<file path="src/rtl/ahb_arbiter_pkg.sv">
// AHB arbiter shared definitions: transfer/burst codes, master count and
// small helpers for burst length and grant encoding.
package ahb_pkg;

    localparam int unsigned N_MASTERS = 3;

    typedef enum logic [1:0] {
        IDLE   = 2'd0,
        BUSY   = 2'd1,
        NONSEQ = 2'd2,
        SEQ    = 2'd3
    } htrans_e;

    typedef enum logic [2:0] {
        SINGLE = 3'd0,
        INCR   = 3'd1,
        WRAP4  = 3'd2,
        INCR4  = 3'd3,
        WRAP8  = 3'd4,
        INCR8  = 3'd5,
        WRAP16 = 3'd6,
        INCR16 = 3'd7
    } hburst_e;

    // Beats remaining after the NONSEQ beat of a burst.
    function automatic logic [4:0] burst_count(input hburst_e burst);
        case (burst)
            WRAP4, INCR4:   burst_count = 5'd3;
            WRAP8, INCR8:   burst_count = 5'd7;
            WRAP16, INCR16: burst_count = 5'd15;
            default:        burst_count = 5'd0;
        endcase
    endfunction

    // Master index to one-hot grant; out-of-range falls back to master 0.
    function automatic logic [2:0] idx_to_onehot(input logic [1:0] idx);
        case (idx)
            2'd1:    idx_to_onehot = 3'b010;
            2'd2:    idx_to_onehot = 3'b100;
            default: idx_to_onehot = 3'b001;
        endcase
    endfunction

    // One-hot grant to master index; anything not one-hot maps to master 0.
    function automatic logic [1:0] onehot_to_idx(input logic [2:0] grant);
        case (grant)
            3'b010:  onehot_to_idx = 2'd1;
            3'b100:  onehot_to_idx = 2'd2;
            default: onehot_to_idx = 2'd0;
        endcase
    endfunction

endpackage

</file>
<file path="src/rtl/ahb_arbiter_if.sv">
// Bus-side signal bundle of the AHB arbiter. The slave modport is the
// arbiter's view; the master modport is the view of the masters/bus fabric.
interface ahb_arbiter_if;
    import ahb_pkg::*;

    logic [N_MASTERS-1:0]   Hbusreq;
    logic [N_MASTERS-1:0]   Hlock;
    logic [2*N_MASTERS-1:0] Htrans_m;
    logic [3*N_MASTERS-1:0] Hburst_m;
    logic                   Hready;
    logic [N_MASTERS-1:0]   Hgrant;
    logic [1:0]             Hmaster;
    logic [1:0]             Hmaster_data;
    logic                   Hmastlock;

    modport slave (
        input  Hbusreq, Hlock, Htrans_m, Hburst_m, Hready,
        output Hgrant, Hmaster, Hmaster_data, Hmastlock
    );

    modport master (
        output Hbusreq, Hlock, Htrans_m, Hburst_m, Hready,
        input  Hgrant, Hmaster, Hmaster_data, Hmastlock
    );

endinterface

</file>
<file path="src/rtl/ahb_arbiter_rr_select.sv">
// Combinational round-robin picker: scans requests starting one past the
// last winner and reports the first requester found.
module ahb_rr_select
    import ahb_pkg::*;
(
    input  logic [2:0] req_i,
    input  logic [1:0] last_winner_i,
    output logic [1:0] winner_o,
    output logic       any_req_o
);

    // Next candidate index in the ring 0 -> 1 -> 2 -> 0.
    function automatic logic [1:0] rr_next(input logic [1:0] idx);
        case (idx)
            2'd0:    rr_next = 2'd1;
            2'd1:    rr_next = 2'd2;
            default: rr_next = 2'd0;
        endcase
    endfunction

    logic [1:0] cand_s;
    logic       hit_s;

    // Walk the ring once; the first requesting candidate wins.
    always_comb begin
        winner_o  = 2'd0;
        any_req_o = 1'b0;
        cand_s    = last_winner_i;
        hit_s     = 1'b0;
        for (int k = 0; k < N_MASTERS; k++) begin
            cand_s    = rr_next(cand_s);
            hit_s     = req_i[cand_s] & ~any_req_o;
            winner_o  = hit_s ? cand_s : winner_o;
            any_req_o = any_req_o | hit_s;
        end
    end

endmodule

</file>
<file path="src/rtl/ahb_arbiter.sv">
// Three-master AHB arbiter: burst-aware handover point, round-robin winner
// selection, registered grant and address/data-phase owner indices.
module ahb_arbiter
    import ahb_pkg::*;
#(
    parameter int unsigned DEFAULT_MASTER = 0
) (
    input  logic         Hclk,
    input  logic         Hreset,
    ahb_arbiter_if.slave bus
);

    localparam logic [1:0] DEF_IDX = 2'(DEFAULT_MASTER);

    logic [2:0] grant_q, grant_d;
    logic [1:0] master_q, master_d;
    logic [1:0] mdata_q, mdata_d;
    logic [1:0] last_q, last_d;
    logic       mastlock_q, mastlock_d;
    logic [4:0] cnt_q, cnt_d;

    htrans_e    owner_trans_s;
    hburst_e    owner_burst_s;
    logic [4:0] load_s;
    logic       owner_req_s;
    logic       owner_lock_s;
    logic       arb_ok_s;
    logic [1:0] winner_s;
    logic       any_req_s;
    logic [1:0] grant_idx_s;

    ahb_rr_select u_rr (
        .req_i         (bus.Hbusreq),
        .last_winner_i (last_q),
        .winner_o      (winner_s),
        .any_req_o     (any_req_s)
    );

    // Pick out the address-phase owner's transfer type, burst and request.
    always_comb begin
        case (master_q)
            2'd1: begin
                owner_trans_s = htrans_e'(bus.Htrans_m[3:2]);
                owner_burst_s = hburst_e'(bus.Hburst_m[5:3]);
            end
            2'd2: begin
                owner_trans_s = htrans_e'(bus.Htrans_m[5:4]);
                owner_burst_s = hburst_e'(bus.Hburst_m[8:6]);
            end
            default: begin
                owner_trans_s = htrans_e'(bus.Htrans_m[1:0]);
                owner_burst_s = hburst_e'(bus.Hburst_m[2:0]);
            end
        endcase
        owner_req_s  = bus.Hbusreq[master_q];
        owner_lock_s = bus.Hlock[master_q];
        load_s       = burst_count(owner_burst_s);
        grant_idx_s  = onehot_to_idx(grant_q);
    end

    // Decide whether the bus may change hands at this edge; a locked,
    // still-requesting owner always keeps it.
    always_comb begin
        arb_ok_s = (owner_trans_s == IDLE)
                 | ((owner_trans_s == NONSEQ) & (load_s == 5'd0) & (owner_burst_s != INCR))
                 | ((owner_trans_s == SEQ) & (cnt_q == 5'd1))
                 | ((owner_burst_s == INCR) & ~owner_req_s);
        if (owner_lock_s && owner_req_s) begin
            arb_ok_s = 1'b0;
        end else begin
            arb_ok_s = arb_ok_s;
        end
    end

    // Beat counter: load on NONSEQ, count down on SEQ, hold on BUSY/stall.
    always_comb begin
        cnt_d = cnt_q;
        if (!bus.Hready) begin
            cnt_d = cnt_q;
        end else if (owner_trans_s == NONSEQ) begin
            cnt_d = load_s;
        end else if ((owner_trans_s == SEQ) && (cnt_q != 5'd0)) begin
            cnt_d = cnt_q - 5'd1;
        end else begin
            cnt_d = cnt_q;
        end
    end

    // Grant/last-winner next state; parking on the default master does not
    // move the round-robin pointer.
    always_comb begin
        grant_d = grant_q;
        last_d  = last_q;
        if (bus.Hready && arb_ok_s) begin
            if (any_req_s) begin
                grant_d = idx_to_onehot(winner_s);
                last_d  = winner_s;
            end else begin
                grant_d = idx_to_onehot(DEF_IDX);
                last_d  = last_q;
            end
        end else begin
            grant_d = grant_q;
            last_d  = last_q;
        end
    end

    // Owner pipeline: granted master becomes address owner, which becomes
    // data owner, one accepted phase at a time.
    always_comb begin
        master_d   = master_q;
        mdata_d    = mdata_q;
        mastlock_d = mastlock_q;
        if (bus.Hready) begin
            master_d   = grant_idx_s;
            mdata_d    = master_q;
            mastlock_d = bus.Hlock[grant_idx_s];
        end else begin
            master_d   = master_q;
            mdata_d    = mdata_q;
            mastlock_d = mastlock_q;
        end
    end

    // State registers; reset abandons any burst and points master 0 first.
    always_ff @(posedge Hclk) begin
        if (Hreset) begin
            grant_q    <= 3'b001;
            master_q   <= 2'd0;
            mdata_q    <= 2'd0;
            mastlock_q <= 1'b0;
            cnt_q      <= 5'd0;
            last_q     <= 2'd2;
        end else begin
            grant_q    <= grant_d;
            master_q   <= master_d;
            mdata_q    <= mdata_d;
            mastlock_q <= mastlock_d;
            cnt_q      <= cnt_d;
            last_q     <= last_d;
        end
    end

    assign bus.Hgrant       = grant_q;
    assign bus.Hmaster      = master_q;
    assign bus.Hmaster_data = mdata_q;
    assign bus.Hmastlock    = mastlock_q;

endmodule
</file>
<file path="src/flat_wrapper.sv">
// flat-port wrapper written by rule: the top's interface ports become plain ports
module ahb_arbiter_flat import ahb_pkg::*;
#(
    parameter int unsigned DEFAULT_MASTER = 0
)
  (Hclk, Hreset, bus_Hbusreq, bus_Hlock, bus_Htrans_m, bus_Hburst_m, bus_Hready, bus_Hgrant, bus_Hmaster, bus_Hmaster_data, bus_Hmastlock);
  ahb_arbiter_if bus_i ();
  input  logic Hclk;
  input  logic Hreset;
  input wire logic [$bits(bus_i.Hbusreq)-1:0] bus_Hbusreq;
  input wire logic [$bits(bus_i.Hlock)-1:0] bus_Hlock;
  input wire logic [$bits(bus_i.Htrans_m)-1:0] bus_Htrans_m;
  input wire logic [$bits(bus_i.Hburst_m)-1:0] bus_Hburst_m;
  input wire logic [$bits(bus_i.Hready)-1:0] bus_Hready;
  output wire logic [$bits(bus_i.Hgrant)-1:0] bus_Hgrant;
  output wire logic [$bits(bus_i.Hmaster)-1:0] bus_Hmaster;
  output wire logic [$bits(bus_i.Hmaster_data)-1:0] bus_Hmaster_data;
  output wire logic [$bits(bus_i.Hmastlock)-1:0] bus_Hmastlock;
  assign bus_i.Hbusreq = bus_Hbusreq;
  assign bus_i.Hlock = bus_Hlock;
  assign bus_i.Htrans_m = bus_Htrans_m;
  assign bus_i.Hburst_m = bus_Hburst_m;
  assign bus_i.Hready = bus_Hready;
  assign bus_Hgrant = bus_i.Hgrant;
  assign bus_Hmaster = bus_i.Hmaster;
  assign bus_Hmaster_data = bus_i.Hmaster_data;
  assign bus_Hmastlock = bus_i.Hmastlock;
  ahb_arbiter #(.DEFAULT_MASTER(DEFAULT_MASTER)) u_core (.Hclk(Hclk), .Hreset(Hreset), .bus(bus_i));
endmodule
</file>
<file path="config.mk">
export PLATFORM = sky130hd
export DESIGN_NAME = ahb_arbiter_flat
export DESIGN_NICKNAME = d
export VERILOG_FILES = /design/src/rtl/ahb_arbiter_pkg.sv /design/src/rtl/ahb_arbiter_if.sv /design/src/rtl/ahb_arbiter_rr_select.sv /design/src/rtl/ahb_arbiter.sv /design/src/flat_wrapper.sv
export SDC_FILE = /design/constraint.sdc
export NUM_CORES = 1
export LEC_CHECK = 0
export CORE_ASPECT_RATIO = 1.2
export CORE_MARGIN = 10
export CORE_UTILIZATION = 51
export DETAILED_ROUTE_END_ITERATION = 8
export PLACE_DENSITY = 0.81
export SLEW_MARGIN = 20
export SYNTH_ARGS = -nofsm -noshare
export SYNTH_HDL_FRONTEND = slang
export SYNTH_SLANG_ARGS = --single-unit
</file>
<file path="constraint.sdc">
create_clock -name Hclk -period 4.45 [get_ports Hclk]
set_clock_uncertainty 0.15 [all_clocks]
set_input_delay 0.89 -clock Hclk [delete_from_list [all_inputs] [get_ports Hclk]]
set_output_delay 0.89 -clock Hclk [all_outputs]
set_load 0.005 [all_outputs]
</file>
==> metrics.txt <==
total net switching power=93.00 uW; average wire length per cell after detail routing=approximately 16 um; Final HPWL DP=2504 um; sequential cell fraction of total power=a little under half; final layout net count=201; Diodes inserted=0; sequential element share of the synthesized area=26.73%; total via count in the routed design=between 1,000 and 1,500; total global routing track utilization=around 14%; met1 GRT Util=14.43%; routed wire length=~3100 um; startpoint types=input pin; Post-CTS Hold Buffers=0; final core utilization=71.44%; Avg Inst Size Synth=approximately 8.2 um2; switching part of the total=29.68%; worst-case headroom to the max-slew limit=65.51%; global placer's final weighted congestion=around 0.88; Starting Density=54.23%; Yosys top cell by area=sky130_fd_sc_hd__dfxtp_1; antenna-violating nets left=0; synthesized instance count=around 140; starting DRC count in detailed routing=52; setup repair after global routing missed its margin=no; met3 Resource Use GR=about 4%; leading cell types in the layout, fill and taps excluded=sky130_fd_sc_hd__clkdlybuf4s50_1 (31), sky130_fd_sc_hd__dfxtp_1 (15), sky130_fd_sc_hd__nand2_1 (11); setup repair bufs after CTS=0; wire length of the first global-routing pass=5306 um; combined area of all synthesized cells=0.001124 mm2; layer with the highest usage=met2; sink of the worst hold path=u_core.cnt_q[1]; Fin Setup TNS=0 ns; final global-route overflow total=0; largest driver fanout on the critical path=3; Initial DRT Pass Iterations=5; initial antenna violation count=0; total power divided by cell area=between 200 and 250 mW/mm2; largest net degree at the start of global routing=14; beginning of the worst hold path=u_core.cnt_q[1]; number of clock buffers inserted by TritonCTS=3; clock latency of the later-clocked register in the worst-skew pair=0.29 ns; IO Count=32; post-detailed-route via-to-cell ratio=roughly 5.8; Arrival @ worst endpoint=2.84 ns; number of cells traversed by the worst register-to-register path=7; drc violations=0; critical path required time=4.49 ns; endpoint of the worst register-to-register path=u_core.last_q[1]; number of global-route vias before repair=~1,200; result of the run=finished, final reports clean; Max Clk Rate=355.9 MHz; Leakage Power=about 0.00058 uW; share of post-route cells with drive strength above 1=7.101%; clock group share of total power=26.2%; Setup violations, final=0; die width=~63 um; clock tree from TritonCTS=done; count of input and output buffers=31; internal power contribution=220.3 uW; post-route fraction of the period consumed by the critical path=a little over three fifths; top_reg_cell synth=sky130_fd_sc_hd__dfxtp_1; setup slack of the most critical reg-to-reg path=1.64 ns; CTS root buf=sky130_fd_sc_hd__clkbuf_4; WHS=roughly 0.33 ns; worst hold stages=2; Total Die Area=about 0.0045 mm2; slew of the pin with the lowest slew margin=0.5158 ns; top cells by area in the synthesized netlist=sky130_fd_sc_hd__dfxtp_1 (27%), sky130_fd_sc_hd__ha_1 (7.8%), sky130_fd_sc_hd__mux2i_1 (7.1%); core region area=0.002072 mm2; type of the tightest min-delay check=reg2reg; combinational power share=27.0%; clock transition at the register clock pins on the worst setup and hold paths after CTS=roughly 0.1 ns; post-synthesis cell type count=42; GR Layer Usage met2=a little over a quarter; number of clock sinks seen by CTS=15; number of pins with negative max-slew slack in the final report=0; Critical Path Sink Type=flop; Reg2Reg Launch Point=u_core.bus.Hmaster[0]; register bit count reported by yosys=15; Chip Height=71.42 um; post-synth net total=168; leading cell type in the layout, fill and taps excluded=sky130_fd_sc_hd__clkdlybuf4s50_1; Cell Rows=18; IR Drop Worst-Case VDD=0.0002537 V; maxcap violations=0; type of the worst setup path=in2reg; minimum clock period after layout=2.810 ns; share of flip-flops with an asynchronous set or reset=0%; # H-tree levels=1; Synth Warn #=0; area fraction of the dominant cell type after synthesis=26.73%; final count of hold timing violations=0; count of flip-flops with a built-in enable after synthesis=0; layout overhead on the synthesized area=31.74%; # resized after CTS=0; number of buffers on the longest clock path=2
[power groups by stage]
stage / sequential, uW / clock (uW) / combinational (uW)
final: 147 / 82.0 / 84.7
after global routing: 147 / 90.8 / 94.7
after CTS: 146 / 82.9 / 84.9
after detailed placement: 149 / 0 / 84.5
after global placement: 149 / 0 / 82.1
after floorplan: 148 / 0 / 48.9
[registers in the layout, indices dropped and copies added (netlist names)]
register	count
u_core.bus.Hgrant	3
u_core.cnt_q	5
u_core.bus.Hmaster	2
u_core.bus.Hmastlock	1
u_core.bus.Hmaster_data	2
u_core.last_q	2
[synth_stat cells (3+ instances only)]
| library cell | n |
|---|---|
| sky130_fd_sc_hd__dfxtp_1 | 15 |
| sky130_fd_sc_hd__nand2_1 | 11 |
| sky130_fd_sc_hd__nor2_1 | 10 |
| sky130_fd_sc_hd__o21ai_0 | 9 |
| sky130_fd_sc_hd__inv_1 | 8 |
| sky130_fd_sc_hd__mux2i_1 | 8 |
| sky130_fd_sc_hd__a21oi_1 | 7 |
| sky130_fd_sc_hd__ha_1 | 7 |
| sky130_fd_sc_hd__nand3_1 | 7 |
| sky130_fd_sc_hd__nand2b_1 | 4 |
| sky130_fd_sc_hd__nor2b_1 | 4 |
| sky130_fd_sc_hd__and2_1 | 3 |
| sky130_fd_sc_hd__nor3_1 | 3 |
| sky130_fd_sc_hd__or2b_1 | 3 |
[worst max path at each step]
stage / slack, ns / endpoint / from / cells after the start
final: 1.64 / u_core.last_q[1] / bus_Htrans_m[4] / 6
after global routing: 1.47 / u_core.last_q[1] / u_core.bus.Hmaster[0] / 7
after CTS: 1.66 / u_core.last_q[1] / bus_Htrans_m[4] / 6
after detailed placement: 1.35 / u_core.last_q[1] / bus_Htrans_m[4] / 6
after global placement: 1.43 / u_core.last_q[1] / bus_Htrans_m[4] / 6
after floorplan: 1.92 / u_core.last_q[1] / bus_Htrans_m[4] / 5
[kinds of logic after synthesis]
logic type	synth area share, %
flip-flops	26.73
buffers and inverters	4.343
multiplexers	9.465
adder cells (fa/ha/maj)	7.795
AO/OA/AOI/OAI	19.26
AND/OR/NAND/NOR	31.63
XOR/XNOR	0.7797
[critical path: stages]
cell and delay [ns]:
sky130_fd_sc_hd__clkdlybuf4s50_1 0.41, sky130_fd_sc_hd__a221oi_1 0.45, sky130_fd_sc_hd__or2_1 0.23, sky130_fd_sc_hd__mux2_4 0.32, sky130_fd_sc_hd__o22a_1 0.24, sky130_fd_sc_hd__a221o_1 0.30
[layer usage]
metal | part of all wire [%] | routed length (um) | vias to the layer above
met4 | 0.22 | 7 | 0
met5 | 0 | 0 | -
met3 | 3.8 | 120 | 2
li1 | - | - | 567
met1 | 39 | 1236 | 566
met2 | 57 | 1772 | 27
[layout make-up]
| cell class | instances | area (um2) |
|---|---|---|
| clock buffer | 3 | 22.52 |
| clock inverter | 1 | 5.005 |
| fill | 183 | 591.8 |
| inverter | 8 | 30.03 |
| multi-input combinational | 111 | 774.5 |
| sequential | 15 | 300.3 |
| tap | 30 | 37.54 |
| timing repair buffer | 31 | 310.3 |
[through the flow]
| step | instance area (um2) | instances | total power [uW] | setup WS (ns) |
|---|---|---|---|---|
| CTS | 1480 | 199 | 314.2 | 1.655 |
| finish | 1480 | 199 | 313.3 | 1.640 |
| detailed placement | 1453 | 195 | 233.9 | 1.346 |
| floorplan | 1124 | 137 | 196.8 | 1.924 |
| global route | 1480 | 199 | 332.9 | 1.465 |
| global placement | 1453 | 195 | 231.0 | 1.432 |
Power figures use the tool's default switching activity.
